File: src/rtl/cnt_seq_ctrl.sv
// Sequencer for a 4-bit load/enable/up-down counter: load, prescaled count strobes, terminal detect.
// Optional CNT_SEQ_CTRL_AUTORELOAD_EN: DONE reloads automatically with the latched values until abort.
module cnt_seq_ctrl #(
  parameter int WIDTH = 4,
  parameter int DIV   = 4
) (
  input  logic             clk,
  input  logic             rst_n,
  input  logic             start,
  input  logic             abort,
  input  logic             pause,
  input  logic             up,
  input  logic [WIDTH-1:0] init_val,
  input  logic [WIDTH-1:0] term_val,
  input  logic [WIDTH-1:0] q,
  output logic             cnt_load,
  output logic [WIDTH-1:0] cnt_din,
  output logic             cnt_en,
  output logic             cnt_up,
  output logic             busy,
  output logic             done,
  output logic [1:0]       state
);

  localparam logic [1:0] IDLE = 2'b00;
  localparam logic [1:0] LOAD = 2'b01;
  localparam logic [1:0] RUN  = 2'b10;
  localparam logic [1:0] DONE = 2'b11;

  localparam logic [7:0] PRE_LAST = 8'(DIV - 1);

  logic [1:0]       state_q, state_d;
  logic [7:0]       pre_q, pre_d;
  logic [WIDTH-1:0] init_q, init_d;
  logic [WIDTH-1:0] term_q, term_d;
  logic             dir_q, dir_d;
  logic             done_q, done_d;

  logic             tick;
  logic             at_term;
  logic             capture;

  always_comb begin
    tick    = (state_q == RUN) && !pause && (pre_q == PRE_LAST);
    at_term = (q == term_q);
    capture = 1'b0;
    state_d = state_q;
    pre_d   = pre_q;
    init_d  = init_q;
    term_d  = term_q;
    dir_d   = dir_q;
    done_d  = 1'b0;

    case (state_q)
      IDLE: begin
        if (start) begin
          state_d = LOAD;
          capture = 1'b1;
        end
      end
      LOAD: begin
        pre_d   = '0;
        state_d = RUN;
      end
      RUN: begin
        // Prescaler only advances while not paused; pause freezes the phase.
        if (!pause) begin
          pre_d = (pre_q == PRE_LAST) ? 8'd0 : pre_q + 8'd1;
        end
        if (tick && at_term) begin
          state_d = DONE;
          done_d  = 1'b1;
        end
      end
      DONE: begin
`ifdef CNT_SEQ_CTRL_AUTORELOAD_EN
        state_d = LOAD;
`else
        if (start) begin
          state_d = LOAD;
          capture = 1'b1;
        end
`endif
      end
      default: state_d = IDLE;
    endcase

    // Abort wins over start: nothing is captured and no completion is reported.
    if (abort) begin
      state_d = IDLE;
      done_d  = 1'b0;
    end else if (capture) begin
      init_d = init_val;
      term_d = term_val;
      dir_d  = up;
    end
  end

  always_ff @(posedge clk or negedge rst_n) begin
    if (!rst_n) begin
      state_q <= IDLE;
      pre_q   <= '0;
      init_q  <= '0;
      term_q  <= '0;
      dir_q   <= 1'b1;
      done_q  <= 1'b0;
    end else begin
      state_q <= state_d;
      pre_q   <= pre_d;
      init_q  <= init_d;
      term_q  <= term_d;
      dir_q   <= dir_d;
      done_q  <= done_d;
    end
  end

  // The counter consumes cnt_en on the same edge, so it must stay combinational.
  assign cnt_en   = tick & ~at_term;
  assign cnt_load = (state_q == LOAD);
  assign cnt_din  = init_q;
  assign cnt_up   = dir_q;
  assign busy     = (state_q == LOAD) || (state_q == RUN);
  assign done     = done_q;
  assign state    = state_q;

endmodule

File: config.mk
export PLATFORM = sky130hd
export DESIGN_NAME = cnt_seq_ctrl
export DESIGN_NICKNAME = d
export VERILOG_FILES = /design/src/rtl/cnt_seq_ctrl.sv
export SDC_FILE = /design/constraint.sdc
export NUM_CORES = 1
export LEC_CHECK = 0
export BUFFER_PORTS_ARGS = -buffer_cell sky130_fd_sc_hd__clkbuf_2
export CAP_MARGIN = 10
export CORE_MARGIN = 5
export CORE_UTILIZATION = 50
export CTS_BUF_LIST = sky130_fd_sc_hd__clkbuf_2 sky130_fd_sc_hd__clkbuf_4 sky130_fd_sc_hd__clkbuf_8
export DETAILED_ROUTE_END_ITERATION = 8
export GPL_ROUTABILITY_DRIVEN = 0
export PLACE_DENSITY = 0.79
export SYNTH_ARGS = -nofsm -noshare
export SYNTH_HDL_FRONTEND = slang
export SYNTH_SLANG_ARGS = --single-unit
File: constraint.sdc
create_clock -name clk -period 2.3 [get_ports clk]
set_clock_uncertainty 0.15 [all_clocks]
set_input_delay 0.69 -clock clk [delete_from_list [all_inputs] [get_ports clk]]
set_output_delay 0.69 -clock clk [all_outputs]
set_load 0.005 [all_outputs]
==> flow_summary.json, run 1 <==
{
  "cp_data_required_time_ns": 1.46,
  "timing.final.setup_violations": 1,
  "timing.final.max_slew_violations": 0,
  "port_buffers": 28,
  "critical_path.n_buffers_inverters": 2,
  "post-dp-hpwl_um": 1860,
  "final.min_clock_period_ns": 2.31,
  "place.detailed.instances": 159,
  "yosys_register_bits": 20,
  "final_design_area_no_fill_um2": 1430,
  "status": "finished, violations left",
  "core_region_area_um2": 2170,
  "number_of_inserted_diodes": 0,
  "ant_nets": 0,
  "ys_warn_count": 0,
  "num_vias": 930,
  "overall_overflow_remaining_after_global_route": 0,
  "maxCapViolations": 0,
  "area.growth.synth_to_final_pct": 26.9,
  "levels_on_crit_path": 5,
  "num_rows": 17,
  "critical_path_arrival_ns": 1.47,
  "routedWlPerCell_um": 14.1,
  "setup.worst_path.end_class": "output port",
  "hold_path_class": "in2async",
  "postSynth.topFlopCell": "sky130_fd_sc_hd__dfrtp_1",
  "cts_buffer_depth": 2,
  "cts_num_sinks": 20,
  "syn_area_per_cell_um2": 11.2,
  "die_x_um": 57.4,
  "synthDistinctLibCells": 41,
  "globalRouteTotalUtil_pct": 16.1,
  "ioPinCount": 29,
  "setup.reg_to_reg.worst_slack_ns": 0.23,
  "nets": 162,
  "critical-path-top-delay-family": "flip-flops",
  "leakage_power_summed_over_all_cells_uw": 0.000667,
  "area_share_of_the_leading_cell_type_in_the_synthesized_netlist_pct": 42.3,
  "cts-htree-levels": 1,
  "firstDrtPassIters": 4,
  "failed_checks": "negative setup slack",
  "grt_pass1_vias": 976,
  "synth_edf_count": 0,
  "cp-start-kind": "flip-flop",
  "report.final.hold_viol_count": 0,
  "finalNonFillerCells": 168,
  "biggest_area_consumer_among_synthesized_cells": "sky130_fd_sc_hd__dfrtp_1",
  "insertion_delay_ns": 0.30,
  "area_of_the_mapped_netlist_um2": 1120,
  "detail_route.drc_violations": 0,
  "syn_nets": 121,
  "synth.top_cells.by_area": "sky130_fd_sc_hd__dfrtp_1, sky130_fd_sc_hd__mux2_2, sky130_fd_sc_hd__xor2_1",
  "timing_worst_slew_pin_value_ns": 0.604,
  "cts_root_buf": "sky130_fd_sc_hd__clkbuf_4",
  "tritoncts.num_buffers": 3,
  "grt_antenna_before_repair": 0,
  "synth-seq-area-share_pct": 44.6,
  "crit_path_cell_trace": "inv_1 -> ha_1 -> nand2b_1 -> nor3_2 -> clkbuf_2",
  "total_wire_length_after_detailed_routing_um": 2370,
  "critical_path_fanouts_max": 3,
  "rr_endpoint": "pre_q[2]$_DFFE_PN0P_",
  "initial_utilization_pct": 51.8,
  "p_total_uw": 1470,
  "cpPeakStageDelay_ns": 0.43,
  "global_route_wire_length_before_repair_um": 4230,
  "grt_start_max_net_pins": 21,
  "setup.worst_path.class": "reg2out",
  "synth_common_cells": "sky130_fd_sc_hd__dfrtp_1, sky130_fd_sc_hd__mux2_2, sky130_fd_sc_hd__nand2_1",
  "layout_setup_ws_ns": -0.00925,
  "drive_gt1_share_pct": 47.1,
  "ir_worst_vdd_uv": 621,
  "post-route-period-util_pct": 100,
  "post_synth_inst_count": 100,
  "die-height_um": 57.4,
  "grt_setup_unrepaired": "yes",
  "fmax_mhz": 433,
  "power_density_nw_per_um2": 1030,
  "dieArea_um2": 3300,
  "asyncSetResetFlopFracSynth_pct": 100,
  "cts_tree": "yes",
  "critical_path.slowest_cell": "sky130_fd_sc_hd__dfrtp_1",
  "max-slew-margin-rel_pct": 59.6,
  "detailed_place.area_um2": 1330,
  "detailedRoute.firstIterationViolations": 8,
  "r2r_start": "state[0]$_DFFE_PN0P_",
  "clkTransAtPathRegs_ns": 0.12,
  "finalCoreUtilization_pct": 65.8,
  "worst_r2r_path_depth": 7,
  "yosysMostFrequentCell": "sky130_fd_sc_hd__dfrtp_1",
  "post_drt_via_cell_ratio": 5.54
}
## cell usage in the layout (no fill, tap or decap), types with 2 or more instances in the layout
master	n
sky130_fd_sc_hd__a22o_1	3
sky130_fd_sc_hd__and2_2	2
sky130_fd_sc_hd__and3_1	2
sky130_fd_sc_hd__buf_4	10
sky130_fd_sc_hd__clkbuf_2	28
sky130_fd_sc_hd__clkbuf_4	3
sky130_fd_sc_hd__dfrtp_1	19
sky130_fd_sc_hd__ha_1	2
sky130_fd_sc_hd__inv_1	4
sky130_fd_sc_hd__mux2_2	9
sky130_fd_sc_hd__nand2_1	5
sky130_fd_sc_hd__nand2_2	2
sky130_fd_sc_hd__nand2b_1	4
sky130_fd_sc_hd__nand3_1	3
sky130_fd_sc_hd__nor2_1	3
sky130_fd_sc_hd__nor2b_1	2
sky130_fd_sc_hd__nor3_2	2
sky130_fd_sc_hd__o21ai_0	5
sky130_fd_sc_hd__or3_1	2
sky130_fd_sc_hd__xor2_1	5
## power by group
part           total (uW)  switching [uW]  internal [uW]
Combinational         635             314            321
Clock                 284             108            176
Sequential            550            76.4            474
## state kept, by name (all words and copies together), names as in the netlist
signal / count
done: 1
state: 2
pre_q: 8
cnt_up: 1
term_q: 4
cnt_din: 4
## how the worst max path moves through the flow
stage	startpoint	to
6_report	state[0]$_DFFE_PN0P_	cnt_en
5_1_grt	pre_q[0]$_DFFE_PN0P_	cnt_en
4_1_cts	pre_q[0]$_DFFE_PN0P_	cnt_en
3_5_place_dp	q[3]	cnt_en
3_3_place_gp	q[3]	cnt_en
2_1_floorplan	q[3]	cnt_en
## cells by family after synthesis
group	Yosys count	share of synthesized area, %
multiplexers	10	9.90
flip-flops	20	44.6
adder cells (fa/ha/maj)	3	3.34
XOR/XNOR	6	4.67
buffers and inverters	6	2.22
AND/OR/NAND/NOR	34	20.5
AO/OA/AOI/OAI	21	14.8
## timing repair
action,CTS,global route
gates resized for setup,2,1
pin swaps,3,1
hold buffers,0,0
hold endpoints to repair,0,0
endpoints found under the setup margin,1,1
buffers inserted,4,1
## per-layer routing
layer	vias to the layer above	share of wire [%]	GRT usage, %
li1	447	-	-
met1	456	43	20.4
met2	23	52	27.1
met3	4	4.6	4.98
met4	0	1.1	2.98
met5	-	0	0
## layout make-up
type                            count  area, um^2
Tap cell                           28        35.0
Timing Repair Buffer               38         215
Clock inverter                      1        30.0
Inverter                            4        15.0
Fill cell                         181         742
Multi-Input combinational cell     74         608
Sequential cell                    20         502
Clock buffer                        3        22.5
## stage by stage
step | hold WS (ns) | worst slack, ns | setup TNS, ns
6_report | 0.172 | -0.00925 | -0.00925
5_1_grt | 0.190 | -0.105 | -0.105
4_1_cts | 0.188 | -0.0266 | -0.0266
3_5_place_dp | 0.345 | 0.0161 | 0
3_3_place_gp | 0.339 | 0.0262 | 0
2_1_floorplan | 0.244 | 0.135 | 0
## worst reg2reg max path: cells and delay by family (launching register included)
family          cells  cell delay [ns]
fa+ha+maj           1             0.22
flops               1             0.41
buf+inv             2             0.24
compound gates      2             0.32
simple gates        2             0.64
(Power assumes the default switching activity.)
==> run 2, diff against run 1 <==
--- a/config.mk
+++ b/config.mk
@@ -8,5 +8,5 @@
 export BUFFER_PORTS_ARGS = -buffer_cell sky130_fd_sc_hd__clkbuf_2
 export CAP_MARGIN = 10
-export CORE_MARGIN = 5
+export CORE_MARGIN = 10
 export CORE_UTILIZATION = 50
 export CTS_BUF_LIST = sky130_fd_sc_hd__clkbuf_2 sky130_fd_sc_hd__clkbuf_4 sky130_fd_sc_hd__clkbuf_8
@@ -14,4 +14,5 @@
 export GPL_ROUTABILITY_DRIVEN = 0
 export PLACE_DENSITY = 0.79
+export SLEW_MARGIN = 20
 export SYNTH_ARGS = -nofsm -noshare
 export SYNTH_HDL_FRONTEND = slang
==> constraint.sdc (replaced) <==
create_clock -name clk -period 2.3 [get_ports clk]
set_clock_uncertainty 0.15 [all_clocks]
set_input_delay 0.69 -clock clk [delete_from_list [all_inputs] [get_ports clk]]
set_output_delay 0.69 -clock clk [all_outputs]
set_load 0.05 [all_outputs]
==> run 2 against run 1 <==
  * The run still ends with negative setup slack left
  * Power grew 25%
  * Routed wire length grew 13%
  * Non-clock buffer count increased by 8
  * Die area increased by 38%
  * Combinational power grew 57%
  * Sequential share of layout area down 1.9 points
  * Maximum frequency decreased by 4.2%
  * Register-to-register slack gained 0.11 ns
  * Sequential power is 0.9% lower
  * Hold slack barely moved
  * Highest routed layer unchanged
==> flow_summary.json, run 2 (synthesis results as in run 1) <==
{
  "num_vias": 941,
  "ff_latch_area_um2": 504,
  "detailedRoute.firstIterationViolations": 21,
  "grt_start_max_net_pins": 21,
  "cts_root_buf": "sky130_fd_sc_hd__clkbuf_4",
  "globalRouteTotalUtil_pct": 12.9,
  "overall_overflow_remaining_after_global_route": 0,
  "post_drt_via_cell_ratio": 5.35,
  "layout_setup_ws_ns": -0.110,
  "filler_cell_count": 179,
  "total_wire_length_after_detailed_routing_um": 2680,
  "max-slew-margin-rel_pct": 61.9,
  "cts-htree-levels": 1,
  "nets": 170,
  "final.min_clock_period_ns": 2.41,
  "core_region_area_um2": 2170,
  "grt_pass1_vias": 1015,
  "ioPinCount": 29,
  "post-route-period-util_pct": 105,
  "cts_tree": "yes",
  "insertion_delay_ns": 0.30,
  "grt_antenna_before_repair": 0,
  "dieArea_um2": 4550,
  "tritoncts.num_buffers": 3,
  "worst_hold_slack_ns": 0.173,
  "port_buffers": 28,
  "number_of_inserted_diodes": 0,
  "power_density_nw_per_um2": 1210,
  "detail_route.drc_violations": 0,
  "multi_input_area_um2": 617,
  "die_x_um": 67.4,
  "status": "finished, violations left",
  "timing_worst_slew_pin_value_ns": 0.569,
  "cts_num_sinks": 20,
  "r2r_start": "state[0]$_DFFE_PN0P_",
  "fmax_mhz": 415,
  "hold_path_class": "in2async",
  "final_common_cell": "sky130_fd_sc_hd__clkbuf_2",
  "report.final.hold_viol_count": 0,
  "critical_path_fanouts_max": 2,
  "cp-start-kind": "flip-flop",
  "timing.final.setup_violations": 1,
  "grt_setup_unrepaired": "yes",
  "finalCoreUtilization_pct": 69.8,
  "worst_r2r_path_depth": 7,
  "regMostFlops": "pre_q",
  "leakage_power_summed_over_all_cells_uw": 0.000707,
  "clkTransAtPathRegs_ns": 0.12,
  "critical_path_arrival_ns": 1.57,
  "ir_worst_vdd_uv": 1100,
  "setup.worst_path.class": "reg2out",
  "firstDrtPassIters": 4,
  "initial_utilization_pct": 51.8,
  "global_route_wire_length_before_repair_um": 4530,
  "setup.worst_path.end_class": "output port",
  "cp_data_required_time_ns": 1.46,
  "routedWlPerCell_um": 15.2,
  "cts-hold-fix-buffers": 0,
  "cts_buffer_depth": 2,
  "setup.reg_to_reg.worst_slack_ns": 0.34,
  "timing.critical_path.from": "pre_q[1]$_DFFE_PN0P_",
  "most-common-layout-cells": "sky130_fd_sc_hd__clkbuf_2, sky130_fd_sc_hd__buf_4, sky130_fd_sc_hd__dfrtp_1",
  "die-height_um": 67.4,
  "timing.final.max_slew_violations": 0,
  "ant_nets": 0,
  "maxCapViolations": 0,
  "failed_checks": "negative setup slack",
  "area.growth.synth_to_final_pct": 34.7,
  "max_ffs_per_register": 8,
  "post-dp-hpwl_um": 2060,
  "drive_gt1_share_pct": 52.0,
  "critical_path.endpoint": "cnt_en",
  "rr_endpoint": "pre_q[2]$_DFFE_PN0P_",
  "num_rows": 17
}
-- run 2: cell count changes in the layout (fill, tap and decap cells not counted), moves of 2 or more --
cell	previous run	this run
sky130_fd_sc_hd__dfrtp_2	0	2
sky130_fd_sc_hd__buf_4	10	18
sky130_fd_sc_hd__clkbuf_2	28	26
sky130_fd_sc_hd__dfrtp_1	19	17
-- run 2: what timing repair did --
| action | in CTS | in global routing |
|---|---|---|
| setup buffers | 4 | 2 |
| gates resized for setup | 3 | 4 |
| setup endpoints to repair | 2 | 2 |
| pin swaps | 3 | 1 |
| hold endpoints to repair | 0 | 0 |
| gates cloned | 0 | 0 |
-- run 2: report_power, final --
group	internal, uW	leakage [uW]	switching, uW
registers	477	0.000252	68.0
clock network	176	0.0000279	113
logic	370	0.000427	628
-- run 2: worst min path at each step --
stage                            from  cells after the start                      to
2_1_floorplan                   rst_n                      0  cnt_din[0]$_DFFE_PN0P_
3_3_place_gp   cnt_din[1]$_DFFE_PN0P_                      1  cnt_din[1]$_DFFE_PN0P_
3_5_place_dp   cnt_din[0]$_DFFE_PN0P_                      1  cnt_din[0]$_DFFE_PN0P_
4_1_cts                         rst_n                      1    pre_q[2]$_DFFE_PN0P_
5_1_grt                         rst_n                      1    pre_q[2]$_DFFE_PN0P_
6_report                        rst_n                      1    pre_q[2]$_DFFE_PN0P_
-- run 2: worst max-delay path: stages (launching register included) --
cell and delay (ns):
sky130_fd_sc_hd__dfrtp_1 0.38, sky130_fd_sc_hd__ha_2 0.19, sky130_fd_sc_hd__nor4b_4 0.27, sky130_fd_sc_hd__nand2_2 0.13, sky130_fd_sc_hd__nor3_4 0.14, sky130_fd_sc_hd__buf_8 0.16
-- run 2: through the flow --
step	setup WS, ns	total power (uW)	TNS, ns	cell area (um^2)	instances
after floorplan	-0.0201	1240	-0.0201	1140	100
after global placement	-0.147	1460	-0.147	1400	166
after detailed placement	-0.145	1490	-0.145	1400	166
after CTS	-0.141	1810	-0.141	1490	174
after global routing	-0.218	1950	-0.218	1520	176
final	-0.110	1830	-0.110	1520	176
-- run 2: layout make-up --
type                    instances  share of cell area (%)
repair buffers                 46                    19.2
clock inverters                 1                    1.98
well taps                      28                    2.31
inverters                       4                   0.991
clock buffers                   3                    1.49
multi-input cells              74                    40.7
flip-flops and latches         20                    33.3
-- run 2: routing by layer --
| layer | GRT usage (%) | share of wire [%] | up-vias |
|---|---|---|---|
| li1 | - | - | 463 |
| met1 | 13.2 | 38 | 460 |
| met2 | 24.2 | 56 | 14 |
| met3 | 3.64 | 4.7 | 4 |
| met4 | 4.62 | 1.0 | 0 |
| met5 | 0 | 0 | - |
